<file path="src/rtl/clk_div_pkg.sv">
// Shared types and constants for the runtime-programmable clock-enable divider bank.
// Optional global restart is built when CLKDIV_SYNC_EN is defined.
package clk_div_pkg;

    typedef enum logic [1:0] {
        IDLE = 2'd0,
        PEND = 2'd1,
        DONE = 2'd2
    } cfg_state_t;

    localparam int NCH_DEF   = 4;
    localparam int DIV_W_DEF = 24;

    // Half-period dividers for a 100 MHz system clock
    localparam int DIV_20HZ   = 2500000;
    localparam int DIV_240HZ  = 208333;
    localparam int DIV_9600HZ = 5208;
    localparam int DIV_6M25   = 8;

endpackage

</file>
<file path="src/rtl/clk_div_scheduler_if.sv">
// Single-port configuration channel of the divider bank.
// master drives requests, slave is the scheduler.
interface clk_div_scheduler_if #(
    parameter int CH_W  = 2,
    parameter int DIV_W = 24
) ();
    logic             cfg_valid;
    logic             cfg_ready;
    logic [CH_W-1:0]  cfg_ch;
    logic [DIV_W-1:0] cfg_div;
    logic             cfg_en;
    logic             cfg_done;
    logic             cfg_err;

    modport master (
        output cfg_valid, cfg_ch, cfg_div, cfg_en,
        input  cfg_ready, cfg_done, cfg_err
    );

    modport slave (
        input  cfg_valid, cfg_ch, cfg_div, cfg_en,
        output cfg_ready, cfg_done, cfg_err
    );
endinterface

</file>
<file path="src/rtl/clk_div_channel.sv">
// One divider channel: half-period counter, toggling output and toggle strobe.
// New div/en are applied only on the commit strobe; restart input exists when CLKDIV_SYNC_EN is defined.
module clk_div_channel
    import clk_div_pkg::*;
#(
    parameter int DIV_W = DIV_W_DEF
) (
    input  logic             clk,
    input  logic             rst_n,
    input  logic             commit,
    input  logic [DIV_W-1:0] new_div,
    input  logic             new_en,
`ifdef CLKDIV_SYNC_EN
    input  logic             sync,
`endif
    output logic             clk_o,
    output logic             tick_o,
    output logic             term,
    output logic             fall_term,
    output logic             en
);

    logic [DIV_W-1:0] cnt;
    logic [DIV_W-1:0] div;

    // en is never set with div==0, so div-1 cannot wrap while counting
    assign term      = en && (cnt == (div - 1'b1));
    assign fall_term = term && clk_o;

    always_ff @(posedge clk or negedge rst_n) begin
        if (!rst_n) begin
            cnt    <= '0;
            div    <= '0;
            en     <= 1'b0;
            clk_o  <= 1'b0;
            tick_o <= 1'b0;
        end else begin
            tick_o <= 1'b0;
`ifdef CLKDIV_SYNC_EN
            if (sync) begin
                cnt   <= '0;
                clk_o <= 1'b0;
                if (commit) begin
                    en  <= new_en;
                    div <= new_div;
                end
            end else
`endif
            if (commit) begin
                en  <= new_en;
                div <= new_div;
                cnt <= '0;
                if (term) begin
                    clk_o  <= ~clk_o;
                    tick_o <= 1'b1;
                end
            end else if (term) begin
                cnt    <= '0;
                clk_o  <= ~clk_o;
                tick_o <= 1'b1;
            end else if (en) begin
                cnt <= cnt + 1'b1;
            end
        end
    end

endmodule

</file>
<file path="src/rtl/clk_div_scheduler.sv">
// Bank of NCH programmable square-wave dividers with a glitch-free config FSM.
// Defining CLKDIV_SYNC_EN adds the sync_i global restart input.
//
//  state | meaning
//  IDLE  | ready for a request; invalid requests pulse cfg_err
//  PEND  | shadow holds a request, waiting for the target's safe boundary
//  DONE  | commit happened; cfg_done pulses for one cycle
module clk_div_scheduler
    import clk_div_pkg::*;
#(
    parameter int NCH   = NCH_DEF,
    parameter int DIV_W = DIV_W_DEF,
    parameter int CH_W  = $clog2(NCH)
) (
    input  logic            clk,
    input  logic            rst_n,
    clk_div_scheduler_if.slave cfg,
`ifdef CLKDIV_SYNC_EN
    input  logic            sync_i,
`endif
    output logic [NCH-1:0]  clk_o,
    output logic [NCH-1:0]  tick_o
);

    cfg_state_t       state, state_nxt;
    logic [CH_W-1:0]  sh_ch;
    logic [DIV_W-1:0] sh_div;
    logic             sh_en;
    logic [NCH-1:0]   term, fall_term, ch_en, commit;
    logic             accept, req_bad, commit_ok;

    assign accept  = (state == IDLE) && cfg.cfg_valid;
    assign req_bad = (cfg.cfg_en && (cfg.cfg_div == '0)) || (32'(cfg.cfg_ch) >= NCH);

    always_ff @(posedge clk or negedge rst_n) begin
        if (!rst_n) state <= IDLE;
        else        state <= state_nxt;
    end

    always_comb begin
        state_nxt     = state;
        cfg.cfg_ready = 1'b0;
        cfg.cfg_done  = 1'b0;
        commit        = '0;
        // Disabled target commits at once; enable waits for any toggle, disable for the falling one
        if (!ch_en[sh_ch])  commit_ok = 1'b1;
        else if (sh_en)     commit_ok = term[sh_ch];
        else                commit_ok = fall_term[sh_ch];
`ifdef CLKDIV_SYNC_EN
        if (sync_i) commit_ok = 1'b1;
`endif
        case (state)
            IDLE: begin
                cfg.cfg_ready = 1'b1;
                if (cfg.cfg_valid && !req_bad) state_nxt = PEND;
            end
            PEND: begin
                if (commit_ok) begin
                    commit[sh_ch] = 1'b1;
                    state_nxt     = DONE;
                end
            end
            DONE: begin
                cfg.cfg_done = 1'b1;
                state_nxt    = IDLE;
            end
            default: state_nxt = IDLE;
        endcase
    end

    always_ff @(posedge clk or negedge rst_n) begin
        if (!rst_n) begin
            sh_ch       <= '0;
            sh_div      <= '0;
            sh_en       <= 1'b0;
            cfg.cfg_err <= 1'b0;
        end else begin
            cfg.cfg_err <= accept && req_bad;
            if (accept && !req_bad) begin
                sh_ch  <= cfg.cfg_ch;
                sh_div <= cfg.cfg_div;
                sh_en  <= cfg.cfg_en;
            end
        end
    end

    for (genvar i = 0; i < NCH; i++) begin : g_ch
        clk_div_channel #(.DIV_W(DIV_W)) u_ch (
            .clk       (clk),
            .rst_n     (rst_n),
            .commit    (commit[i]),
            .new_div   (sh_div),
            .new_en    (sh_en),
`ifdef CLKDIV_SYNC_EN
            .sync      (sync_i),
`endif
            .clk_o     (clk_o[i]),
            .tick_o    (tick_o[i]),
            .term      (term[i]),
            .fall_term (fall_term[i]),
            .en        (ch_en[i])
        );
    end

endmodule

</file>
<file path="src/flat_wrapper.sv">
// flat-port wrapper written by rule: the top's interface ports become plain ports
module clk_div_scheduler_flat import clk_div_pkg::*;
#(
    parameter int NCH   = NCH_DEF,
    parameter int DIV_W = DIV_W_DEF,
    parameter int CH_W  = $clog2(NCH)
)
  (clk, rst_n, clk_o, tick_o, cfg_cfg_valid, cfg_cfg_ch, cfg_cfg_div, cfg_cfg_en, cfg_cfg_ready, cfg_cfg_done, cfg_cfg_err);
  clk_div_scheduler_if #(.CH_W(CH_W), .DIV_W(DIV_W)) cfg_i ();
  input  logic clk;
  input  logic rst_n;
  output logic [NCH-1:0] clk_o;
  output logic [NCH-1:0] tick_o;
  input wire logic [$bits(cfg_i.cfg_valid)-1:0] cfg_cfg_valid;
  input wire logic [$bits(cfg_i.cfg_ch)-1:0] cfg_cfg_ch;
  input wire logic [$bits(cfg_i.cfg_div)-1:0] cfg_cfg_div;
  input wire logic [$bits(cfg_i.cfg_en)-1:0] cfg_cfg_en;
  output wire logic [$bits(cfg_i.cfg_ready)-1:0] cfg_cfg_ready;
  output wire logic [$bits(cfg_i.cfg_done)-1:0] cfg_cfg_done;
  output wire logic [$bits(cfg_i.cfg_err)-1:0] cfg_cfg_err;
  assign cfg_i.cfg_valid = cfg_cfg_valid;
  assign cfg_i.cfg_ch = cfg_cfg_ch;
  assign cfg_i.cfg_div = cfg_cfg_div;
  assign cfg_i.cfg_en = cfg_cfg_en;
  assign cfg_cfg_ready = cfg_i.cfg_ready;
  assign cfg_cfg_done = cfg_i.cfg_done;
  assign cfg_cfg_err = cfg_i.cfg_err;
  clk_div_scheduler #(.NCH(NCH), .DIV_W(DIV_W), .CH_W(CH_W)) u_core (.clk(clk), .rst_n(rst_n), .cfg(cfg_i), .clk_o(clk_o), .tick_o(tick_o));
endmodule
</file>
<file path="config.mk">
export PLATFORM = sky130hd
export DESIGN_NAME = clk_div_scheduler_flat
export DESIGN_NICKNAME = d
export VERILOG_FILES = /design/src/rtl/clk_div_pkg.sv /design/src/rtl/clk_div_scheduler_if.sv /design/src/rtl/clk_div_channel.sv /design/src/rtl/clk_div_scheduler.sv /design/src/flat_wrapper.sv
export SDC_FILE = /design/constraint.sdc
export NUM_CORES = 1
export LEC_CHECK = 0
export ABC_AREA = 1
export CAP_MARGIN = 0
export CORE_MARGIN = 3
export CORE_UTILIZATION = 64
export DETAILED_ROUTE_END_ITERATION = 10
export GPL_ROUTABILITY_DRIVEN = 1
export PLACE_DENSITY = 0.84
export SETUP_SLACK_MARGIN = 0.1
export SLEW_MARGIN = 25
export SYNTH_ARGS = -nofsm -noshare
export SYNTH_HDL_FRONTEND = slang
export SYNTH_SLANG_ARGS = --single-unit
</file>
<file path="constraint.sdc">
create_clock -name clk -period 3.5 [get_ports clk]
set_clock_uncertainty 0.15 [all_clocks]
set_input_delay 0.7 -clock clk [delete_from_list [all_inputs] [get_ports clk]]
set_output_delay 0.7 -clock clk [all_outputs]
set_load 0.005 [all_outputs]
</file>
# Word-level counts from Yosys, hierarchy flattened
# Cells that the tools add are included.
# Widths: inputs -> output; s select.
totals:
  ff_bits: 234
  latch_bits: 0
  mem_bits_rw: 0
  rom_bits: 0
  input_bits: 30
  out_inout_bits: 11
  elab_cells: 102
  mem_count: 0
op_classes:
  n_addsub: 8
  multipliers: 0
  n_div: 0
  order_cmp: 2
  eq_ne: 8
  shift: 0
  muxes: 33
  n_bitwise: 4
  n_reduce_logical: 22
op_table:
  columns: ["op", "n"]
  rows:
  - ["$mux 24", 12]
  - ["$add 24x1->24 const B", 4]
  - ["$eq 24x24->1", 4]
  - ["$sub 24x1->24 const B", 4]
  - ["$logic_not 24->1", 1]
  - ["$logic_and 1x1->1", 14]
  - ["$mux 1", 12]
  - ["$reduce_bool 3->1", 4]
  - ["$mux 4", 2]
  - ["$bmux 1 s2", 3]
  - ["$mux 2", 2]
  - ["$not 1->1", 4]
  - ["$pmux 2 s2", 1]
  - ["$lt 2x3->1 const B", 1]
  - ["$demux 1 s2", 1]
  - ["$eq 2x1->1 const B", 1]
  - ["$eq 2x2->1 const B", 1]
  - ["$ge 2x1->1 const B", 1]
  - ["$logic_not 2->1", 1]
  - ["$ne 2x1->1 const B", 1]
  - ["$ne 2x2->1 const B", 1]
  - ["$reduce_and 2->1", 1]
  - ["$logic_not 1->1", 1]

# Logic depth before layout (Yosys ltp)
depth:
  word_depth: 11
  depth_mapped: 25
  ltp_nobuf: 23

# Modules after synthesis
# Synthesis repeated with hierarchy kept, for this count alone.
unflattened:
  cells_unflattened: 2658
  hier_area_um2: 17458.0
modules_own_cells:
  columns: ["module", "n_inst", "cells_per_inst", "area_per_inst_um2", "seq_area_each_um2"]
  rows:
  - ["clk_div_channel at u_core.g_ch[1].u_ch ...", 2, 619, 3963.8, 1276.2]
  - ["clk_div_channel at u_core.g_ch[3].u_ch", 1, 625, 4085.2, 1276.2]
  - ["clk_div_channel at u_core.g_ch[0].u_ch", 1, 598, 3951.3, 1276.2]
  - ["clk_div_scheduler", 1, 197, 1493.9, 750.7]

# Worst setup path before layout
# No wires, ideal clock.
synth_path:
  path_kind: "register -> register"
  from: "register u_core.g_ch[1].u_ch.div[0]"
  to: "register u_core.g_ch[1].u_ch.cnt[10]"
  setup_time_ns: 0.118
  t_arrival_ns: 2.609
  required_ns: 3.232
  setup_slack_ns: 0.623
  stages_incl_launch_ff: 24
  path_buffers: 2
  synth_period_minus_slack_ns: 2.877
  cell_sequence: "dfrtp_1 inv_1 ha_1 nand2_1 nor2_2 nand2_1 nor2_1 nand2_1 nand2_1 nand2_1 nor2_1 nand2_1 nor2_1 nand4_1 nand2_1 nand2_1 nor2_2 nand2_2 nand2_4 nand3_4 buf_6 buf_6 nand3_1 nand2_1"
synth_via:
  elab_chain_len: 11
  elab_cells_between_ends: 15
  classes_between: "add/sub: 1; eq/ne: 1; mux: 10; reduce/logical: 3"
synth_lines:
  columns: ["item", "line_no", "rtl"]
  rows:
  - ["start: declaration", "clk_div_channel.sv:24", "logic [DIV_W-1:0] div;"]
  - ["start signal: assignment", "clk_div_channel.sv:51", "div <= new_div;"]
  - ["$sub 24x1->24 *", "clk_div_channel.sv:27", "assign term = en && (cnt == (div - 1'b1));"]
  - ["$eq 24x24->1 *", "clk_div_channel.sv:27", null]
  - ["$logic_and 1x1->1 *", "clk_div_channel.sv:27", null]
  - ["$logic_and 1x1->1", "clk_div_channel.sv:28", "assign fall_term = term && clk_o;"]
  - ["$bmux 1 s2", "clk_div_scheduler.sv:48", "else commit_ok = fall_term[sh_ch];"]
  - ["$mux 1 (implied by the code)", "clk_div_scheduler.sv:48", null]
  - ["$mux 1", "clk_div_scheduler.sv:47", "else if (sh_en) commit_ok = term[sh_ch];"]
  - ["$mux 1", "clk_div_scheduler.sv:46", "if (!ch_en[sh_ch]) commit_ok = 1'b1;"]
  - ["$mux 4", "clk_div_scheduler.sv:58", "if (commit_ok) begin"]
  - ["$mux 4", "clk_div_scheduler.sv:52", "case (state)"]
  - ["$reduce_bool 3->1 (no source line) / $mux 24 (equally long branches)", null, null]
  - ["end signal: assignment", "clk_div_channel.sv:62", "cnt <= cnt + 1'b1;"]
  - ["end: declaration", "clk_div_channel.sv:23", "logic [DIV_W-1:0] cnt;"]
# Mark *: on every way between the ends. The rest lies on a longest branch, timed or not. The select of a mux whose other input is x is not followed.
# A chain may end at the register's enable or synchronous reset.

# Final worst setup path
layout_path:
  from: "register u_core.g_ch[1].u_ch.div[10]"
  to: "register u_core.g_ch[1].u_ch.cnt[14]"
# Same word-level chain as after synthesis.

==> out/qor.txt <==
setup violators final: 0
GPL Wtd Cong: 1.06
total CTS buffers: 26
slowest CP cell: dfrtp_1
worst hold-check path type: in2async
Avg Cell Area, Syn: 6.61 µm²
# rows: 58
Fmax: 292 MHz
Remaining Overflow, GRT: 0
via count: 16800
Post-synth EDFFs: 0
Starting Density: 0.656
Crit Path Max Fanout: 9
kind of critical path: reg2reg
Worst VDD drop: 0.687 mV
DR iter-0 viols: 1737
Clock Tree Buf Depth: 3
Die Span X: 167 µm
# fillers: 2020
post-synthesis simple-gate area fraction: 0.396
drt first pass iters: 6
RR Endpoint: u_core.g_ch[1].u_ch.cnt[14]
Synth Instances: 2517
Tmin final: 3420 ps
Worst path max stage delay: 440 ps
Fin Setup TNS: 0 ps
largest net degree at the start of global routing: 99
clock sink total: 234
post-synthesis compound-gate area fraction: 0.0731
hpwl dp: 31900 µm
clk slew on worst S/H paths: 70 ps
Die Span Y: 167 µm
Antenna Violating Nets Remaining: 0
layout cells sized above 1: 0.0835
# Max-Cap Violations: 0
clk_lat worst skew: 570 ps
Most common cell on crit path: nand2_1
fin crit share: 0.978
Inst Count DP: 2800
Slew HR: 0.465
Critical Path RT: 3790 ps
Non-Filler Instances: 2880
CP startpoint kind: flip-flop
total number of H-tree levels: 1
total track usage: 0.310
Worst Setup End Kind: flip-flop
# diodes: 0
Die Area: 0.0280 mm²
Final Util: 0.744
hold buffers post-CTS: 0
Crit path arrival time: 3710 ps
Least-Margin Pin Slew: 802 ps
crit path buf inv count: 3
main combinational cell family by area after synthesis: simple AND/OR/NAND/NOR gates
FF+latch count, synth: 234
sequential-to-total area share from yosys stat: 0.352
initial antenna violation count: 1
vias in the first global route: 14900
Clock Tree Root: clkbuf_16
Area Growth Syn to Fin: 13.5%
Power Density: 778 mW/mm²
Synth cell types: 54
Final Hold Viols: 0
final wirelength: 48300 µm
Synth async-reset ratio: 1.00
DR WL/cell: 16.8 µm
CP top delay family: simple AND/OR/NAND/NOR gates
r2r worst-path depth: 22
vias per cell: 5.83
status: complete, no violations
Slew Limit Fails: 0
Final nets: 2568
Syn Nets: 2555
mux cell area share after synthesis: 0.000676
Leakage: 9.79 nW
Mapped Area: 0.0166 mm²
IO Count: 41
RSZ-0062 raised after global routing: true
R2R Path Start: u_core.g_ch[1].u_ch.div[10]
first-pass GRT wire length: 72900 µm
adder-cell share of the synthesized area: 0.00601
Port Buffers: 40
Residual DRC: 0
core area: 0.0254 mm²
post-synthesis xor/xnor area fraction: 0.0639
Main synth FF type: dfrtp_1
Reg2Reg Setup Slack: 80 ps
crit-path cells: nor2_1, nand2_1, nor2_1, nand2_1, nand2_1, nand2_1, clkinv_1, nand2_1, nor2_1, nand2_1, nor2_1, nand4_1, nand2_1, nand2_1, nor2_2, nand2_2, nand2_8, nand3_4, buf_12, clkbuf_16, nand3_1, nand2_1
CTS tree: done
YS warnings: 0
==> placed cells by master (no fill, tap or decap), types with 17 or more instances in the layout <==
cell type / synthesis / layout
inv_1: 317 / 310
xor2_1: 68 / 66
nor4_1: 17 / 17
o21ai_1: 15 / 27
dfrtp_1: 234 / 232
nor2_1: 266 / 242
o21ai_0: 136 / 123
clkdlybuf4s50_1: 0 / 39
buf_4: 8 / 33
a21oi_1: 42 / 42
nand3b_1: 29 / 29
nor2_4: 4 / 17
clkbuf_16: 0 / 35
nand3_1: 344 / 335
nor3_1: 39 / 39
nand4_1: 56 / 56
xnor2_1: 49 / 49
nand2_1: 678 / 672
nor2_2: 15 / 26
==> registers in the layout, indices dropped and copies added (netlist names) <==
register and count:
u_core.sh_div 24, u_core.g_ch.u_ch.div 96, u_core.sh_ch 2, u_core.g_ch.u_ch.clk_o 4
u_core.state 2, u_core.sh_en 1, u_core.cfg.cfg_err 1, u_core.g_ch.u_ch.en 4
u_core.g_ch.u_ch.tick_o 4, u_core.g_ch.u_ch.cnt 96
==> synth_stat cells, types with 12 or more instances <==
cell type,count,area share
nand3b_1,29,0.013
nand3_1,344,0.10
xor2_1,68,0.036
nand4_1,56,0.021
nor2_2,15,0.0056
nor4_1,17,0.0064
nor3_1,39,0.012
xnor2_1,49,0.026
nand2_1,678,0.15
nor2_1,266,0.060
o21ai_0,136,0.041
buf_2,18,0.0054
dfrtp_1,234,0.35
buf_6,12,0.0081
or2_2,13,0.0049
a21oi_1,42,0.013
o21ai_1,15,0.0045
inv_1,317,0.071
clkbuf_1,69,0.016
==> power by group <==
group / leakage [nW] / switching, W / internal (W)
clock: 0.469 / 0.00119 / 0.00187
combinational: 6.26 / 0.00475 / 0.00245
sequential: 3.06 / 0.000978 / 0.00345
total: 9.79 / 0.00692 / 0.00778
==> per-layer routing <==
metal,up-vias,share of wire,global-route usage
met5,-,0.00027,0
met4,2,0.040,0.0925
met3,142,0.086,0.0534
met2,740,0.46,0.514
met1,7846,0.41,0.420
li1,8067,-,-
==> worst max-delay path by stage <==
stage | start | endpoint | slack, ps | depth (start not counted)
global route | u_core.g_ch[1].u_ch.div[10] | u_core.g_ch[1].u_ch.cnt[14] | -120 | 22
floorplan | u_core.g_ch[1].u_ch.div[0] | u_core.g_ch[1].u_ch.cnt[10] | 620 | 23
detailed placement | u_core.g_ch[1].u_ch.div[0] | u_core.g_ch[2].u_ch.div[8] | 130 | 22
finish | u_core.g_ch[1].u_ch.div[10] | u_core.g_ch[1].u_ch.cnt[14] | 80 | 22
global placement | u_core.g_ch[3].u_ch.div[0] | u_core.g_ch[0].u_ch.div[2] | 280 | 22
CTS | u_core.g_ch[1].u_ch.div[0] | u_core.g_ch[2].u_ch.div[8] | 90 | 22
==> repair_timing <==
item / 4_1_cts / 5_1_grt
setup buffers: 2 / 13
gates cloned: 0 / 17
pin swaps: 0 / 25
endpoints found under the setup margin: 51 / 196
gates resized for setup: 1 / 93
==> stage by stage <==
step | worst slack (ps) | hold WS, ps | area (µm²) | power [W]
after floorplan | 623 | 254 | 16600 | 0.00899
after global placement | 283 | 319 | 17200 | 0.0104
after detailed placement | 125 | 329 | 17200 | 0.0107
after CTS | 87.8 | 54.6 | 18200 | 0.0138
after global routing | -122 | 93.9 | 18900 | 0.0157
final | 77.8 | 44.8 | 18900 | 0.0147
==> kinds of logic after synthesis <==
kind of cell,count (synthesis)
muxes,1
adders and majority gates,8
and+or+nand+nor,1487
AOI/OAI and AO/OA,226
xor gates and xnor gates,119
buffers and inverters,442
DFF,234
==> worst register-to-register path, stage by stage, from the launching register on <==
cell and delay (ps):
dfrtp_1 440, nor2_1 330, nand2_1 160, nor2_1 240, nand2_1 110, nand2_1 80
nand2_1 50, clkinv_1 50, nand2_1 40, nor2_1 110, nand2_1 80, nor2_1 100
nand4_1 190, nand2_1 130, nand2_1 60, nor2_2 90, nand2_2 110, nand2_8 140
nand3_4 100, buf_12 190, clkbuf_16 180, nand3_1 90, nand2_1 70
==> cell type report <==
| cell class | count | area (µm²) | area share |
|---|---|---|---|
| clock buffer | 32 | 703 | 0.0372 |
| clock inverter | 16 | 248 | 0.0131 |
| inverter | 327 | 1230 | 0.0650 |
| multi-input combinational | 1843 | 9300 | 0.492 |
| sequential | 234 | 5860 | 0.310 |
| tap | 330 | 413 | 0.0219 |
| timing repair buffer | 98 | 1140 | 0.0606 |
Note: power is estimated with default switching activity, not from simulation.
